--- src/rtl/multi_mode_counter_bank_if.sv ---
// Control/data bundle for multi_mode_counter_bank.
// The bench drives through master; the counter bank receives it through slave.
interface multi_mode_counter_bank_if #(
  parameter int CH = 4
);
  logic            ce;
  logic [1:0]      mode;
  logic            up;
  logic            chain;
  logic            L;
  logic [4*CH-1:0] di;
  logic [4*CH-1:0] Q;
  logic [CH-1:0]   TC;
  logic            CEO;
  logic            ovf;

  modport master (
    output ce, mode, up, chain, L, di,
    input  Q, TC, CEO, ovf
  );

  modport slave (
    input  ce, mode, up, chain, L, di,
    output Q, TC, CEO, ovf
  );
endinterface

--- src/rtl/multi_mode_counter_bank.sv ---
// Bank of CH 4-bit digit counters: binary mod-M, BCD, Johnson or Gray, up or down.
// Digits count in parallel or as one ripple-cascaded number; latency 1 cycle, no backpressure.
module multi_mode_counter_bank #(
  parameter int CH = 4,
  parameter int M  = 12
) (
  input  logic clk,
  input  logic clr,
  multi_mode_counter_bank_if.slave bus
);

  localparam logic [3:0] BMAX = 4'(M - 1);

  localparam logic [1:0] MODE_BIN  = 2'b00;
  localparam logic [1:0] MODE_BCD  = 2'b01;
  localparam logic [1:0] MODE_JOHN = 2'b10;

  logic [4*CH-1:0] q_r;
  logic            ovf_r;
  logic [CH-1:0]   tc;
  logic [CH-1:0]   en;
  logic            ceo;

  function automatic logic is_legal(input logic [1:0] md, input logic [3:0] v);
    logic ok;
    ok = 1'b1;
    case (md)
      MODE_BIN:  ok = (v <= BMAX);
      MODE_BCD:  ok = (v <= 4'd9);
      MODE_JOHN: ok = (v inside {4'b0000, 4'b0001, 4'b0011, 4'b0111,
                                 4'b1111, 4'b1110, 4'b1100, 4'b1000});
      default:   ok = 1'b1;
    endcase
    return ok;
  endfunction

  function automatic logic [3:0] term_val(input logic [1:0] md, input logic dir);
    logic [3:0] t;
    t = 4'b0000;
    if (dir) begin
      case (md)
        MODE_BIN: t = BMAX;
        MODE_BCD: t = 4'd9;
        default:  t = 4'b1000;
      endcase
    end
    return t;
  endfunction

  // Wrap at both ends is folded into the step so callers only gate legality.
  function automatic logic [3:0] step(input logic [1:0] md, input logic dir,
                                      input logic [3:0] v);
    logic [3:0] n;
    logic [3:0] b;
    n = 4'b0000;
    b = 4'b0000;
    case (md)
      MODE_BIN: begin
        if (dir) n = (v == BMAX)  ? 4'd0 : v + 4'd1;
        else     n = (v == 4'd0)  ? BMAX : v - 4'd1;
      end
      MODE_BCD: begin
        if (dir) n = (v == 4'd9)  ? 4'd0 : v + 4'd1;
        else     n = (v == 4'd0)  ? 4'd9 : v - 4'd1;
      end
      MODE_JOHN: begin
        if (dir) n = {v[2:0], ~v[3]};
        else     n = {~v[0], v[3:1]};
      end
      default: begin
        b[3] = v[3];
        b[2] = b[3] ^ v[2];
        b[1] = b[2] ^ v[1];
        b[0] = b[1] ^ v[0];
        b    = dir ? b + 4'd1 : b - 4'd1;
        n    = b ^ {1'b0, b[3:1]};
      end
    endcase
    return n;
  endfunction

  always_comb begin
    tc = '0;
    for (int i = 0; i < CH; i++) begin
      tc[i] = is_legal(bus.mode, q_r[4*i +: 4]) &&
              (q_r[4*i +: 4] == term_val(bus.mode, bus.up));
    end
  end

  // In cascade mode a digit advances only when every lower digit is terminal.
  always_comb begin
    logic run;
    run = bus.ce;
    en  = '0;
    for (int i = 0; i < CH; i++) begin
      en[i] = bus.chain ? run : bus.ce;
      run   = run & tc[i];
    end
  end

  assign ceo = bus.ce & (bus.chain ? (&tc) : (|tc));

  always_ff @(posedge clk) begin
    if (clr) begin
      q_r   <= '0;
      ovf_r <= 1'b0;
    end else if (bus.L) begin
      q_r   <= bus.di;
      ovf_r <= 1'b0;
    end else begin
      for (int i = 0; i < CH; i++) begin
        if (en[i]) begin
          q_r[4*i +: 4] <= is_legal(bus.mode, q_r[4*i +: 4]) ?
                           step(bus.mode, bus.up, q_r[4*i +: 4]) : 4'b0000;
        end
      end
      ovf_r <= ovf_r | ceo;
    end
  end

  assign bus.Q   = q_r;
  assign bus.TC  = tc;
  assign bus.CEO = ceo;
  assign bus.ovf = ovf_r;

endmodule

--- src/flat_wrapper.sv ---
// flat-port wrapper written by rule: the top's interface ports become plain ports
module multi_mode_counter_bank_flat 
#(
  parameter int CH = 4,
  parameter int M  = 12
)
  (clk, clr, bus_ce, bus_mode, bus_up, bus_chain, bus_L, bus_di, bus_Q, bus_TC, bus_CEO, bus_ovf);
  multi_mode_counter_bank_if #(.CH(CH)) bus_i ();
  input  logic clk;
  input  logic clr;
  input wire logic [$bits(bus_i.ce)-1:0] bus_ce;
  input wire logic [$bits(bus_i.mode)-1:0] bus_mode;
  input wire logic [$bits(bus_i.up)-1:0] bus_up;
  input wire logic [$bits(bus_i.chain)-1:0] bus_chain;
  input wire logic [$bits(bus_i.L)-1:0] bus_L;
  input wire logic [$bits(bus_i.di)-1:0] bus_di;
  output wire logic [$bits(bus_i.Q)-1:0] bus_Q;
  output wire logic [$bits(bus_i.TC)-1:0] bus_TC;
  output wire logic [$bits(bus_i.CEO)-1:0] bus_CEO;
  output wire logic [$bits(bus_i.ovf)-1:0] bus_ovf;
  assign bus_i.ce = bus_ce;
  assign bus_i.mode = bus_mode;
  assign bus_i.up = bus_up;
  assign bus_i.chain = bus_chain;
  assign bus_i.L = bus_L;
  assign bus_i.di = bus_di;
  assign bus_Q = bus_i.Q;
  assign bus_TC = bus_i.TC;
  assign bus_CEO = bus_i.CEO;
  assign bus_ovf = bus_i.ovf;
  multi_mode_counter_bank #(.CH(CH), .M(M)) u_core (.clk(clk), .clr(clr), .bus(bus_i));
endmodule
--- config.mk ---
export PLATFORM = sky130hd
export DESIGN_NAME = multi_mode_counter_bank_flat
export DESIGN_NICKNAME = d
export VERILOG_FILES = /design/src/rtl/multi_mode_counter_bank_if.sv /design/src/rtl/multi_mode_counter_bank.sv /design/src/flat_wrapper.sv
export SDC_FILE = /design/constraint.sdc
export NUM_CORES = 1
export LEC_CHECK = 0
export CAP_MARGIN = 40
export CELL_PAD_IN_SITES_DETAIL_PLACEMENT = 0
export CELL_PAD_IN_SITES_GLOBAL_PLACEMENT = 1
export CORE_UTILIZATION = 42
export CTS_CLUSTER_DIAMETER = 50
export DETAILED_ROUTE_END_ITERATION = 7
export GPL_ROUTABILITY_DRIVEN = 0
export PLACE_DENSITY_LB_ADDON = 0.25
export SLEW_MARGIN = 20
export SYNTH_ARGS = -nofsm -noshare
export SYNTH_HDL_FRONTEND = slang
export SYNTH_SLANG_ARGS = --single-unit
--- constraint.sdc ---
create_clock -name clk -period 3.4 [get_ports clk]
set_input_delay 0.51 -clock clk [delete_from_list [all_inputs] [get_ports clk]]
set_output_delay 0.51 -clock clk [all_outputs]
set_load 0.05 [all_outputs]
# [Yosys cells after proc, flatten, opt, wreduce, memory -nomap -nowiden]
# Cells that the tools add are included.
[op_classes] addsub=16 n_lt_le_gt_ge=8 eq_ne=42 muxes=67 bitwise_logic=29 reduce_logical=20
[op_table] operator="4-bit 2-to-1 mux" count=41
[op_table] operator="4-bit == test (second input constant)" count=24
[op_table] operator="4-bit one-hot mux with 3 select lines" count=4
[op_table] operator="4-bit by 1-bit adder with 4-bit output (second input constant)" count=8
[op_table] operator="4-bit <= comparator (second input constant)" count=8
[op_table] operator="8-bit nonzero test" count=4
[op_table] operator="4-bit by 1-bit subtractor with 4-bit output (second input constant)" count=8
[op_table] operator="4-bit by 1-bit == test with 1-bit output (second input constant)" count=4
[op_table] operator="4-bit by 2-bit == test with 1-bit output (second input constant)" count=4
[op_table] operator="4-bit by 3-bit == test with 1-bit output (second input constant)" count=4
[op_table] operator="4-bit == test" count=4
[op_table] operator="4-bit zero test" count=4
[op_table] operator="1-bit 2-to-1 mux" count=16
[op_table] operator="16-bit 2-to-1 mux" count=1
[op_table] operator="4-bit by 3-bit XOR with 4-bit output" count=4
[op_table] operator="1-bit one-hot mux with 3 select lines" count=4
[op_table] operator="1-bit XOR" count=12
[op_table] operator="1-bit inverter" count=8
[op_table] operator="2-bit nonzero test" count=4
[op_table] operator="1-bit AND" count=4
[op_table] operator="1-bit logical AND" count=4
[op_table] operator="2-bit one-hot mux with 2 select lines" count=1
[op_table] operator="4-bit AND reduction" count=1
[op_table] operator="4-bit OR reduction" count=1
[op_table] operator="other kinds (5)" count=5
[totals] register_bits=17 inputBits=24 output_inout_bits=22 elab_cells=187

# [Depth between registers and ports, before layout]
[depth] depth_word=15 ltp_mapped=12 depth_no_buf=11

# [Least setup slack after synthesis]
# No wires, ideal clock.
[synth_path] kind="reg2out" startpoint="register u_core.q_r[12] (netlist: u_core.bus.Q[12])" endpoint="output port bus_CEO" arrival_ns=3.968 required_ns=2.890 setup_slack_ns=-1.078 path_stages_with_launch=11 path_buffers=2 cell_sequence="dfxtp_1 -> buf_2 -> inv_1 -> ha_1 -> clkbuf_1 -> and3b_1 -> o21ai_0 -> o21ai_1 -> nor4_2 -> a41oi_1 -> a21oi_1"
[synth_via] elab_chain_cells=7 elab_cells_between_ends=18 classes_between="2 x order compare; 8 x eq/ne; 2 x mux; 1 x bitwise; 5 x reduce/logical"
[synth_lines] item="from (decl)" line_no="multi_mode_counter_bank.sv:18" text="logic [4*CH-1:0] q_r;"
[synth_lines] item="from (signal assigned)" line_no="multi_mode_counter_bank.sv:108" text="q_r <= bus.di;"
[synth_lines] item="from (signal, indexed assignment)" line_no="multi_mode_counter_bank.sv:113" text="q_r[4*i +: 4] <= is_legal(bus.mode, q_r[4*i +: 4]) ?"
[synth_lines] item="4-bit by 1-bit == test with 1-bit output, or another cell as far along" line_no="multi_mode_counter_bank.sv:30" text="MODE_JOHN: ok = (v inside {4'b0000, 4'b0001, 4'b0011, 4'b0111,"
[synth_lines] item="8-bit nonzero test" line_no="multi_mode_counter_bank.sv:30"
[synth_lines] item="1-bit one-hot mux with 3 select lines" line_no="multi_mode_counter_bank.sv:27" text="case (md)"
[synth_lines] item="1-bit logical AND *" line_no="multi_mode_counter_bank.sv:85" text="tc[i] = is_legal(bus.mode, q_r[4*i +: 4]) &&"
[synth_lines] item="via bus_TC[3]" line_no="flat_wrapper.sv:18" text="output wire logic [$bits(bus_i.TC)-1:0] bus_TC;"
[synth_lines] item="4-bit OR reduction or 4-bit AND reduction (tied branches)" line_no="multi_mode_counter_bank.sv:101" text="assign ceo = bus.ce & (bus.chain ? (&tc) : (|tc));"
[synth_lines] item="1-bit 2-to-1 mux *" line_no="multi_mode_counter_bank.sv:101"
[synth_lines] item="1-bit AND *" line_no="multi_mode_counter_bank.sv:101"
[synth_lines] item="to (decl)" line_no="flat_wrapper.sv:19" text="output wire logic [$bits(bus_i.CEO)-1:0] bus_CEO;"
# The timed path passes the listed nets; every way through them passes the cells marked *.

# [Worst setup path in the final report]
[layout_path] startpoint="input port bus_mode[0]" endpoint="output port bus_CEO"
[layout_via] elab_chain_cells=8 elab_cells_between_ends=21 classes_between="6 x eq/ne; 7 x mux; 1 x bitwise; 7 x reduce/logical"
[layout_lines] item="from (decl)" line_no="flat_wrapper.sv:12" text="input wire logic [$bits(bus_i.mode)-1:0] bus_mode;"
[layout_lines] item="2-bit by 1-bit == test with 1-bit output or 2-bit zero test (tied branches)" line_no="multi_mode_counter_bank.sv:27, multi_mode_counter_bank.sv:41"
[layout_lines] item="2-bit one-hot mux with 2 select lines" line_no="multi_mode_counter_bank.sv:41" text="case (md)"
[layout_lines] item="4-bit 2-to-1 mux" line_no="multi_mode_counter_bank.sv:40" text="if (dir) begin"
[layout_lines] item="4-bit == test" line_no="multi_mode_counter_bank.sv:86" text="(q_r[4*i +: 4] == term_val(bus.mode, bus.up));"
[layout_lines] item="1-bit logical AND" line_no="multi_mode_counter_bank.sv:85"
[layout_lines] item="4-bit OR reduction or 4-bit AND reduction (tied branches)" line_no="multi_mode_counter_bank.sv:101"
[layout_lines] item="1-bit 2-to-1 mux *" line_no="multi_mode_counter_bank.sv:101"
[layout_lines] item="1-bit AND *" line_no="multi_mode_counter_bank.sv:101"
# Every way passes the cells marked *; elsewhere a longest branch is shown, timed or not.

==> reports/metrics.cfg <==
[layout]
fin_cells=625
nFillCells=781
area_overhead_of_the_layout_relative_to_synthesis_pct=21.38
post_route_cells_drive_above_1_share=0.1212
final_net_count=594
num_antenna_cells=0

[power]
ir_drop_uv=163.8
static-leakage-power_nw=1.758
pwr_density_cell_nw_per_um2=361.1

[detailed_routing]
avgRoutedWirePerCell_um=17.30
vias=3688
initialDrtViolationCount=172
route.detailed.vias_per_inst=5.901
antenna_left=0
routed_wl_mm=10.81
drc_errors=0
drt_pass1_iterations=4

[clocking]
tritoncts.num_buffers=3
quantity_of_gates_resized_following_cts=0
cts_root_buffer=clkbuf_8
post-cts-setup-buffers=0
latest_clock_arrival_within_the_worst_skew_pair_ns=0.27
cts.htree.levels=1
clock-sinks=17
worst_setup_hold_path_clk_slew_ns=0.08
postCtsHoldBufs=0
cts_tree=built
clockBufferDepth=2

[yosys]
synthXorXnorAreaFrac=0.1302
post_synth_mux_area_share=0.02998
synthesis.yosys.warnings=0
largest_family_of_logic_cells_by_synthesized_area=compound AO/OA/AOI/OAI gates
seq_area_frac_synth=0.09594
post_synth_top_area_cell=ha_1
synth_seq_cells=17
synth_top_flop_cell=dfxtp_1
async_flop_share=0
synthTopCellsByArea=ha_1 (17%), dfxtp_1 (9.6%), a21oi_1 (5.9%), xnor2_1 (4.9%), o21ai_0 (4.5%)
yosys.area_share.simple=0.1873
synth.lib_cells_used.distinct=59
synth.cell_area_um2=3547
synth_edf_count=0
syn_inst=479
synth.top_cell.area_share=0.1728
yosysMostFrequentCell=ha_1
synth_top_cells_by_count=ha_1 (49), a21oi_1 (42), nor2_1 (34)
synth_compound_area_frac=0.3118
postSynthNetCount=552
synth_fa_ha_area_frac=0.1728
syn_avg_cell_area_um2=7.405

[timing]
final-hold-violation-count=0
timing.hold.ws_ns=0.5580
post-route-min-period_ns=3.325
min_period_over_period=0.9779
worst-slew-pin-transition_ns=0.5748
finalSetupViolations=0
maximum_frequency_from_static_timing_analysis_mhz=300.8
timing.clock.skew_ns=0.009532
maxSlewHeadroom=0.6139
drv_slew=0

[global_route]
grt_remaining_overflow=0
grt_util_all_layers=0.2532
grt_pass1_wl_mm=17.62
grt_pass1_vias=3516
largest_net_degree_at_the_start_of_global_routing=36
grt_antenna_before_repair=0

[critical_path]
worst_ep_required_time_ns=2.89
crit_path_end_kind=output pin
critical_path.startpoint=bus_mode[0]
crit-reg2reg-launch=u_core.bus.Q[11]
element_type_at_the_critical_path_start=input pin
critPathTopFamily=buffers and inverters
stage_delay_of_the_slowest_cell_on_the_critical_path_ns=0.62
critical_path.slowest_cell=clkdlybuf4s50_1
crit_chain=clkdlybuf4s50_1, nor3b_1, xnor2_1, o2111ai_1, nor2_2, a41oi_2, a21oi_4, buf_4
critPathArrivalTime_ns=2.81
highest_net_fanout_along_the_worst_path=7
worstPathBufferInverterCount=2
critical_path_class=input pin to output pin

[floorplanning]
placeable_core_region_um2=8175
die_area_um2=8817
floorplan.rows=33
boundaryPins=46
die_width_um=93.90
die_h_um=93.90
floorplan.initialDensity=0.4339

[status]
run_status=finished clean

[placed_design]
port_buffers=45
place_hpwl_mm=8.011
placed_cells_incl_taps=621

[job]
max_cap_violations=0

[worst_hold_path]
holdCritPathClass=register to register
min-delay-start=u_core.bus.ovf

## layer usage
layer	up-vias	global-route usage	wire length, um
li1	1835	-	-
met1	1754	0.3458	5084
met2	87	0.4215	5222
met3	12	0.02346	384
met4	0	0.06923	119
met5	-	0	0
## layout by cell type (no fill, tap or decap), types with 6 or more instances in the layout
| cell | n |
|---|---|
| nor3_1 | 17 |
| nor2_1 | 31 |
| nand3_1 | 11 |
| xor2_1 | 17 |
| clkdlybuf4s50_1 | 38 |
| nor2b_1 | 6 |
| nand2_1 | 32 |
| buf_4 | 34 |
| o31ai_1 | 7 |
| inv_1 | 24 |
| a211oi_1 | 13 |
| a21oi_1 | 41 |
| ha_1 | 49 |
| dfxtp_1 | 13 |
| xnor2_1 | 20 |
| o21ai_0 | 32 |
| o211ai_1 | 9 |
| nand2b_1 | 11 |
## per-stage QoR
stage / utilization / cell area, um^2 / power [mW] / setup TNS [ns] / setup WS (ns)
after floorplan: - / 3600 / 1.079 / 0 / 0.003105
after global placement: 0.5197 / 4249 / 1.365 / 0 / 0.1695
after detailed placement: 0.5197 / 4249 / 1.377 / 0 / 0.1242
after CTS: 0.5253 / 4294 / 1.550 / 0 / 0.1167
after global routing: 0.5266 / 4305 / 1.679 / -0.0005187 / -0.0005187
final: 0.5266 / 4305 / 1.554 / 0 / 0.07512
## layout make-up
cell class                 instances  area [um^2]  area share
tap                              105        131.4     0.03051
multi-input combinational        399         3008      0.6986
timing repair buffer              76        685.7      0.1593
sequential                        17        345.3     0.08021
clock buffer                       4        45.04     0.01046
inverter                          24        90.09     0.02092
## final timing paths
path / slack (ns) / end / depth (start not counted)
min reg2reg: 0.56 / u_core.bus.ovf / 2
max reg2reg: 0.32 / u_core.bus.Q[10] / 10
min: 0.56 / u_core.bus.ovf / 2
max: 0.08 / bus_CEO / 8
## state kept, by name (all words and copies together) (netlist names)
name and flops:
u_core.bus.Q 16, u_core.bus.ovf 1
## worst reg2reg max path: cells and delay by family (launching register included)
| kind | cells | cell delay (ns) |
|---|---|---|
| AOI/OAI and AO/OA | 3 | 0.78 |
| adders and majority gates | 2 | 0.68 |
| DFF | 1 | 0.60 |
| xor gates and xnor gates | 3 | 0.59 |
| buffers and inverters | 1 | 0.27 |
| and+or+nand+nor | 1 | 0.06 |
## cells by family after synthesis
group	Yosys count
AO/OA/AOI/OAI	163
multiplexers	10
buffers and inverters	63
adder cells (fa/ha/maj)	49
flip-flops	17
XOR/XNOR	43
AND/OR/NAND/NOR	134
## power breakdown
| group | internal, mW | leakage (nW) | switching (mW) |
|---|---|---|---|
| clock network | 0.0837 | 0.0228 | 0.0868 |
| registers | 0.222 | 0.142 | 0.0365 |
| logic | 0.483 | 1.59 | 0.642 |
Power figures use the tool's default switching activity.
